### src/rtl/ascon_pkg.sv
`default_nettype none
// ============================================================================
// Module      : ascon_pkg
// Description : Shared types and constants for the Ascon permutation layers.
// Revision    : 1.0 - initial release
// ============================================================================
package ascon_pkg;

    // Words x0..x4, index 0 holds x0.
    typedef logic [4:0][63:0] t_state_array;

    // Ascon 5-bit sbox, entry n at index n.
    localparam logic [31:0][4:0] C_LUT_SBOX = {
        5'h17, 5'h0f, 5'h0a, 5'h16, 5'h19, 5'h01, 5'h0c, 5'h10,
        5'h18, 5'h11, 5'h0d, 5'h00, 5'h0e, 5'h07, 5'h13, 5'h1e,
        5'h1c, 5'h06, 5'h03, 5'h1d, 5'h12, 5'h08, 5'h05, 5'h1b,
        5'h02, 5'h09, 5'h15, 5'h1a, 5'h14, 5'h1f, 5'h0b, 5'h04
    };

    typedef enum logic [1:0] {
        IDLE  = 2'd0,
        SUBST = 2'd1,
        DONE  = 2'd2
    } t_subst_fsm;

endpackage
`default_nettype wire

### src/rtl/substitution_layer_sbox.sv
`default_nettype none
// ============================================================================
// Module      : substitution_layer_sbox
// Description : Single combinational Ascon 5-bit sbox lookup.
// Revision    : 1.0 - initial release
// ============================================================================
module substitution_layer_sbox
    import ascon_pkg::*;
(
    input  logic [4:0] i_x,
    output logic [4:0] o_y
);

    assign o_y = C_LUT_SBOX[i_x];

endmodule
`default_nettype wire

### src/rtl/substitution_layer.sv
`default_nettype none
// ============================================================================
// Module      : substitution_layer
// Description : Iterative Ascon substitution layer, NB_SBOX columns per cycle.
//               Define SUBST_ZEROIZE_EN to clear the result on handshake.
// Revision    : 1.0 - initial release
// ============================================================================
module substitution_layer
    import ascon_pkg::*;
#(
    parameter int NB_SBOX = 8
) (
    input  logic         clock,
    input  logic         reset_n,
    input  logic         i_valid,
    output logic         o_ready,
    input  t_state_array i_state,
    output logic         o_valid,
    input  logic         i_ready,
    output t_state_array o_state,
    output logic         o_busy
);

    localparam int NB_STEPS = 64 / NB_SBOX;
    localparam int CNT_W    = (NB_STEPS > 1) ? $clog2(NB_STEPS) : 1;
    localparam logic [CNT_W-1:0] C_CNT_LAST = CNT_W'(NB_STEPS - 1);

    generate
        if (!(NB_SBOX == 1  || NB_SBOX == 2  || NB_SBOX == 4 || NB_SBOX == 8 ||
              NB_SBOX == 16 || NB_SBOX == 32 || NB_SBOX == 64)) begin : g_bad_nb_sbox
            $error("substitution_layer: NB_SBOX must be a power of two in 1..64");
        end
    endgenerate

    t_subst_fsm   fsm_q, fsm_d;
    logic [CNT_W-1:0] cnt_q, cnt_d;
    t_state_array work_q, work_d;

    logic [6:0] w_base;
    logic [5:0] w_col_idx  [NB_SBOX];
    logic [4:0] w_sbox_in  [NB_SBOX];
    logic [4:0] w_sbox_out [NB_SBOX];

    assign w_base = 7'(cnt_q) * 7'(NB_SBOX);

    generate
        for (genvar gi = 0; gi < NB_SBOX; gi++) begin : g_sbox
            assign w_col_idx[gi] = 6'(w_base + 7'(gi));
            // x0 is the MSB of the column nibble.
            assign w_sbox_in[gi] = {work_q[0][w_col_idx[gi]], work_q[1][w_col_idx[gi]],
                                    work_q[2][w_col_idx[gi]], work_q[3][w_col_idx[gi]],
                                    work_q[4][w_col_idx[gi]]};
            substitution_layer_sbox u_sbox (
                .i_x (w_sbox_in[gi]),
                .o_y (w_sbox_out[gi])
            );
        end
    endgenerate

    always_comb begin
        fsm_d  = fsm_q;
        cnt_d  = cnt_q;
        work_d = work_q;
        case (fsm_q)
            IDLE: begin
                if (i_valid) begin
                    work_d = i_state;
                    cnt_d  = '0;
                    fsm_d  = SUBST;
                end
            end
            SUBST: begin
                for (int i = 0; i < NB_SBOX; i++) begin
                    work_d[0][w_col_idx[i]] = w_sbox_out[i][4];
                    work_d[1][w_col_idx[i]] = w_sbox_out[i][3];
                    work_d[2][w_col_idx[i]] = w_sbox_out[i][2];
                    work_d[3][w_col_idx[i]] = w_sbox_out[i][1];
                    work_d[4][w_col_idx[i]] = w_sbox_out[i][0];
                end
                if (cnt_q == C_CNT_LAST) begin
                    cnt_d = '0;
                    fsm_d = DONE;
                end else begin
                    cnt_d = cnt_q + 1'b1;
                end
            end
            DONE: begin
                // Returning to IDLE here keeps a new load out of the handshake cycle.
                if (i_ready) begin
                    fsm_d = IDLE;
`ifdef SUBST_ZEROIZE_EN
                    work_d = '0;
`else
                    work_d = work_q;
`endif
                end
            end
            default: fsm_d = IDLE;
        endcase
    end

    always_ff @(posedge clock or negedge reset_n) begin
        if (!reset_n) begin
            fsm_q  <= IDLE;
            cnt_q  <= '0;
            work_q <= '0;
        end else begin
            fsm_q  <= fsm_d;
            cnt_q  <= cnt_d;
            work_q <= work_d;
        end
    end

    assign o_ready = (fsm_q == IDLE);
    assign o_busy  = (fsm_q == SUBST);
    assign o_valid = (fsm_q == DONE);
    assign o_state = work_q;

endmodule
`default_nettype wire

### config.mk
export PLATFORM = sky130hd
export DESIGN_NAME = substitution_layer
export DESIGN_NICKNAME = d
export VERILOG_FILES = /design/src/rtl/ascon_pkg.sv /design/src/rtl/substitution_layer_sbox.sv /design/src/rtl/substitution_layer.sv
export SDC_FILE = /design/constraint.sdc
export NUM_CORES = 1
export LEC_CHECK = 0
export ABC_AREA = 1
export CORE_AREA = 2 2 248 250
export CTS_CLUSTER_SIZE = 8
export DETAILED_ROUTE_END_ITERATION = 8
export DIE_AREA = 0 0 250 252
export DONT_BUFFER_PORTS = 1
export PLACE_DENSITY = 0.56
export SKIP_LAST_GASP = 1
export SLEW_MARGIN = 40
export SYNTH_ARGS = -nofsm -noshare
export SYNTH_HDL_FRONTEND = slang
export SYNTH_HIERARCHICAL = 1
export SYNTH_SLANG_ARGS = --single-unit
### constraint.sdc
create_clock -name clock -period 2.9 [get_ports clock]
set_clock_uncertainty 0.15 [all_clocks]
set_input_delay 0.87 -clock clock [delete_from_list [all_inputs] [get_ports clock]]
set_output_delay 0.87 -clock clock [all_outputs]
set_load 0.01 [all_outputs]
==> impl_metrics.toml, run 1 <==
[cells_and_area]
fin_nets = 3870
area_growth_pct = 24.3
design_area_um2 = 25800
drive_gt1_frac = 0.154
fillers = 6363
final_util = 0.430

[routing]
drt-initial-drc-count = 2243
route.antenna.remaining_nets = 0
first_pass_iters = 5
wl_per_cell_um = 25.3
drc = 0
viasPerCell = 5.40
dr_total_vias = 23300
routed_wl_mm = 109

[setup_path]
cpMostUsedCell = "nand2_1"
timing.rr.start = "cnt_q[0]"
cp_cell_sequence = "buf_12, buf_12, clkbuf_16, nand2_1, nand2_1, nand2_1, nand2_1, nand2_1, nand2_1, buf_12, xor2_1, o21ai_1, buf_4, nand3_1, buf_6, o21ai_0, nand2_1, nand2_1"
worstSetupPathType = "flop to flop"
r2r_cells = 18
crit_slowest_cell = "dfrtp_4"
required_ps = 3260
crit_fanout = 9
ff2ff_setup_slack_ps = -120
start_kind = "flop"
cp_data_arrival_time_ps = 3380
reg2reg_to = "o_state[302]"
end_kind = "flop"
cp_slowest_stage_delay_ps = 560

[die]
design.core.area_um2 = 60100
fp-row-count = 90
io_pins = 647
die_w_um = 250
fp.dieH_um = 252
dieArea_um2 = 63000
start_util = 0.346

[global_route]
grt_pass1_wl_mm = 155
track_usage = 0.334
grt_overflow_total = 0
grt_pass1_vias = 21900
grt_max_degree = 326
antenna_found_initial = 5

[synthesis]
syn-num-nets = 3746
yosys.area_share.simple = 0.449
synth.distinct_cells = 26
yosysSeqAreaShare = 0.391
yosysWarningCount = 6
synthAdderAreaFrac = 0.0108
synthMuxAreaShare = 0
postSynthAreaPerCell_um2 = 6.11
synth-xor-area-share = 0.00421
synth-compound-area-share = 0.0867
synth_cells = 3404
netlist_area_um2 = 20800
synth_top_family_by_area = "simple AND/OR/NAND/NOR gates"
ys_ff_latch = 325

[cts]
cts_root_buf = "clkbuf_16"
cts_tree = "yes"
clock-sinks = 325
cts_buffer_depth = 3
cts_buffers = 47
clkLatencyLatePin_ps = 580
path_clk_slew_ps = 60
htree_levels = 2

[placement]
dpl.hpwl_mm = 76.2
dpl_cell_area_um2 = 23300
port_buffers = 0
place_congestion = 0.930

[sta]
fin_setup_tns_ps = -1260
maxSlewHeadroom = -0.123
rsz0062_at_grt = "yes"
fmax_mhz = 331
fin_crit_sh = 1.04
tightest_slew_ps = 1680
setup_viol = 48
worst_slack_ps = -119
slew_violations = 91
period_needed_ps = 3020
hold_viol = 120
whs_ps = -160

[power_and_ir_drop]
ir_worst_vdd_mv = 0.909
power_density_nw_per_um2 = 1690
total_power_w = 0.0438
p_leak_nw = 13.9

[flow_run]
maxCapViolations = 0

[status]
status = "finished with violations"
violations = "negative hold slack, max-slew violations, negative setup slack"

[worst_hold_path]
min_path_type = "input port to async pin"
-- cells in the mapped netlist (all sizes together) --
library cell	count	area share
buf	139	0.034
inv	65	0.012
clkbuf	65	0.012
o21ai	334	0.081
o22ai	1	0.00030
ha	18	0.011
dfrtp	325	0.39
o211ai	6	0.0022
nand4	3	0.00090
xor2	10	0.0042
nand2	2288	0.42
a21oi	13	0.0037
nand3	118	0.029
nor2	19	0.0035
-- cells by family (layout without fill, tap and decap cells) --
family,count (synthesis),count (layout)
adder cells (fa/ha/maj),18,18
AO/OA/AOI/OAI,354,354
buffers and inverters,269,398
AND/OR/NAND/NOR,2428,2428
XOR/XNOR,10,10
other,0,5
flip-flops,325,325
-- through the flow --
stage | setup slack (ps) | instances | hold WS (ps)
after detailed placement | -313 | 4229 | 416
final | -119 | 4320 | -160
after global routing | -213 | 4318 | -177
after global placement | -261 | 4227 | 416
after floorplan | 166 | 3404 | 384
after CTS | -38.1 | 4298 | -182
-- cells in the final DEF (no fill, tap or decap), types with 6 or more instances in the layout --
cell type / count
nand3_2: 18
buf_6: 38
nand2_1: 2189
nand2_2: 85
xor2_1: 10
dfrtp_1: 321
ha_4: 8
o211ai_1: 6
buf_4: 181
buf_12: 44
clkbuf_16: 53
nor2_1: 15
nand2_4: 13
ha_1: 10
nand3_1: 100
inv_1: 31
o21ai_0: 195
o21ai_2: 38
inv_4: 8
inv_2: 24
o21ai_1: 100
-- worst max-delay path by stage --
stage	start	to	slack [ps]
after floorplan	cnt_q[0]	o_state[195]	170
after global placement	cnt_q[0]	o_state[215]	-260
after detailed placement	cnt_q[0]	o_state[231]	-310
after CTS	cnt_q[0]	o_state[231]	-40
after global routing	cnt_q[0]	o_state[108]	-210
final	cnt_q[0]	o_state[302]	-120
-- worst max-delay path, delay by kind of cell, from the launching register on --
family / cells / cell delay (ps)
buf+inv: 6 / 1000
compound gates: 2 / 330
flops: 1 / 560
simple gates: 9 / 740
xor+xnor: 1 / 150
-- cell type report --
class / instances / area, um2 / area share
multi-input combinational: 2810 / 12100 / 0.469
timing repair buffer: 278 / 3030 / 0.117
tap: 782 / 978 / 0.0379
inverter: 65 / 282 / 0.0109
clock inverter: 1 / 8.76 / 0.000339
timing repair inverter: 1 / 11.3 / 0.000436
clock buffer: 53 / 1250 / 0.0484
sequential: 325 / 8140 / 0.315
antenna: 5 / 12.5 / 0.000484
-- metal layers --
metal	GRT usage	up-vias	wire [um]
li1	-	10800	-
met1	0.440	11000	45200
met2	0.547	1279	50600
met3	0.0729	198	9670
met4	0.105	0	3780
met5	0	-	0
-- sequential cells by signal, summed over array words and instances (netlist names) --
name	cells
cnt_q	3
fsm_q	2
o_state	320
-- timing repair --
| item | in CTS | in global routing |
|---|---|---|
| cloned | 5 | 6 |
| resized for setup | 195 | 142 |
| hold endpoints to repair | 325 | 325 |
| setup buffers | 11 | 11 |
| setup endpoints to repair | 299 | 320 |
| pin swaps | 25 | 30 |
-- power by group --
part | internal, W | switching [W] | total, W
Sequential | 0.00606 | 0.00258 | 0.00864
Clock | 0.00298 | 0.00211 | 0.00509
Combinational | 0.0106 | 0.0195 | 0.0301
Note: power is estimated with default switching activity, not from simulation.
==> run 2: changes to the inputs <==
--- a/config.mk
+++ b/config.mk
@@ -8,8 +8,9 @@
 export ABC_AREA = 1
-export CORE_AREA = 2 2 248 250
+export CORE_AREA = 2 2 254 256
+export CTS_BUF_LIST = sky130_fd_sc_hd__clkbuf_8
 export CTS_CLUSTER_SIZE = 8
 export DETAILED_ROUTE_END_ITERATION = 8
-export DIE_AREA = 0 0 250 252
+export DIE_AREA = 0 0 256 258
 export DONT_BUFFER_PORTS = 1
-export PLACE_DENSITY = 0.56
+export PLACE_DENSITY = 0.54
 export SKIP_LAST_GASP = 1
==> constraint.sdc (replaced) <==
create_clock -name clock -period 2.9 [get_ports clock]
set_clock_uncertainty 0.15 [all_clocks]
set_input_delay 0.58 -clock clock [delete_from_list [all_inputs] [get_ports clock]]
set_output_delay 0.58 -clock clock [all_outputs]
set_load 0.01 [all_outputs]
==> impl_metrics.toml, run 2 (synthesized netlist as in run 1, its figures left out) <==
[status]
status = "finished with violations"
violations = "negative hold slack, max-slew violations, negative setup slack"

[setup_path]
crit_fanout = 17
cp_top_family = "buffers and inverters"
cp_cell_sequence = "buf_16, buf_16, buf_4, nand2_1, nand2_1, nand2_1, nand2_1, nand2_1, nand2_2, buf_4, xor2_1, o21ai_0, nand3_1, buf_6, o21ai_0, nand2_1, nand2_1"
start_kind = "flop"
end_kind = "flop"
timing.rr.start = "cnt_q[0]"
crit_slowest_cell = "dfrtp_4"
path_buf_inv = 5
worstSetupPathType = "flop to flop"
cpMostUsedCell = "nand2_1"
cp_data_arrival_time_ps = 3450
required_ps = 3370
crit_start = "cnt_q[0]"
cp_slowest_stage_delay_ps = 560

[sta]
worst_slack_ps = -82.7
hold_viol = 325
slew_violations = 93
fin_crit_sh = 1.03
maxSlewHeadroom = -0.0915
fmax_mhz = 335
setup_viol = 56
rsz0062_at_grt = "yes"
tightest_slew_ps = 1640
whs_ps = -554
period_needed_ps = 2980

[cells_and_area]
final_common_cell = "nand2_1"
fillers = 6744
mostFrequentLayoutCells = "nand2_1, dfrtp_1, dlygate4sd3_1"
drive_gt1_frac = 0.131
design_area_um2 = 28300
area_growth_pct = 36.0
ff_latch_area_um2 = 8140
fin_nets = 4170
final_util = 0.444
multi_input_area_um2 = 11900
largest_reg_flops = 320

[cts]
cts_buffers = 60
clkLatencyLatePin_ps = 700
cts_root_buf = "clkbuf_8"
cts_tree = "yes"
cts_hold_buf = 293
path_clk_slew_ps = 70
clock-sinks = 325
cts_buffer_depth = 3
htree_levels = 2

[worst_hold_path]
min_path_type = "input port to async pin"

[global_route]
grt_pass1_vias = 24200
track_usage = 0.330
grt_max_degree = 326
grt_overflow_total = 0
grt_pass1_wl_mm = 163
antenna_found_initial = 7

[placement]
port_buffers = 0
dpl.hpwl_mm = 77.9
place_congestion = 0.919
dpl_cell_area_um2 = 23400

[die]
design.core.area_um2 = 63600
fp-row-count = 93
fp.dieH_um = 258
io_pins = 647
dieArea_um2 = 66000
die_w_um = 256
start_util = 0.327

[routing]
viasPerCell = 5.23
dr_total_vias = 24700
first_pass_iters = 5
wl_per_cell_um = 23.9
routed_wl_mm = 113
route.antenna.remaining_nets = 0
drc = 0
drt-initial-drc-count = 2609

[power_and_ir_drop]
ir_worst_vdd_mv = 0.854
p_leak_nw = 15.0
power_density_nw_per_um2 = 1500

[flow_run]
maxCapViolations = 0
run 2: cell types whose count changed in the layout (fill, tap and decap cells not counted), sizes merged:
cell,previous run,this run
diode,5,4
clkinv,1,4
dlygate4sd3,0,293
clkinvlp,0,2
buf,272,268
bufbuf,2,0
clkbuf,57,80
inv,66,86
run 2: through the flow:
stage	setup TNS (ps)	power [W]	std cells	setup WS (ps)	hold WS, ps
floorplan	0	0.0209	3404	166	134
global placement	-13250	0.0353	4302	-198	145
detailed placement	-16700	0.0353	4302	-195	147
CTS	-1180	0.0410	4703	-76.6	-602
global route	-45160	0.0450	4727	-227	-575
finish	-1190	0.0424	4727	-82.7	-554
run 2: path summary, 6_finish.rpt:
| path | endpoint | slack, ps | cells after the start |
|---|---|---|---|
| worst max-delay path | o_state[302] | -80 | 17 |
| worst min-delay path | o_state[228] | -550 | 0 |
| worst max register to register | o_state[302] | -80 | 17 |
| worst min register to register | o_state[94] | 430 | 2 |
| max in group asynchronous | o_state[288] | 1840 | 0 |
| min in group clock | o_state[150] | 20 | 4 |
run 2: worst register-to-register path, stage by stage (launching register included):
cell     delay (ps)
dfrtp_4         560
buf_16          190
buf_16          240
buf_4           180
nand2_1          60
nand2_1          60
nand2_1          70
nand2_1         100
nand2_1          90
nand2_2          80
buf_4           150
xor2_1          140
o21ai_0         140
nand3_1         170
buf_6           200
o21ai_0         160
nand2_1          90
nand2_1          70
run 2: final cells by class:
class,instances,area share
Clock inverter,26,0.00385
Inverter,65,0.00933
Sequential cell,325,0.288
Tap cell,855,0.0378
Antenna cell,4,0.000354
Clock buffer,76,0.0370
Timing Repair inverter,1,0.000221
Timing Repair Buffer,565,0.203
Multi-Input combinational cell,2810,0.421
run 2: timing repair:
item,CTS,global route
pin swaps,3,14
cloned,2,4
endpoints found under the hold margin,618,325
resized for setup,73,132
buffers inserted,4,17
endpoints found under the setup margin,282,319
run 2: layer usage:
| layer | share of wire | vias to the layer above | global-route usage |
|---|---|---|---|
| met4 | 0.039 | 4 | 0.126 |
| met1 | 0.41 | 11700 | 0.409 |
| li1 | - | 11400 | - |
| met5 | 0.00021 | - | 0 |
| met2 | 0.48 | 1319 | 0.561 |
| met3 | 0.080 | 325 | 0.0718 |
run 2: power breakdown:
part           leakage, nW  internal [W]  switching (W)
registers             4.30       0.00606        0.00259
clock network        0.670       0.00231        0.00215
logic                 10.1        0.0101         0.0193
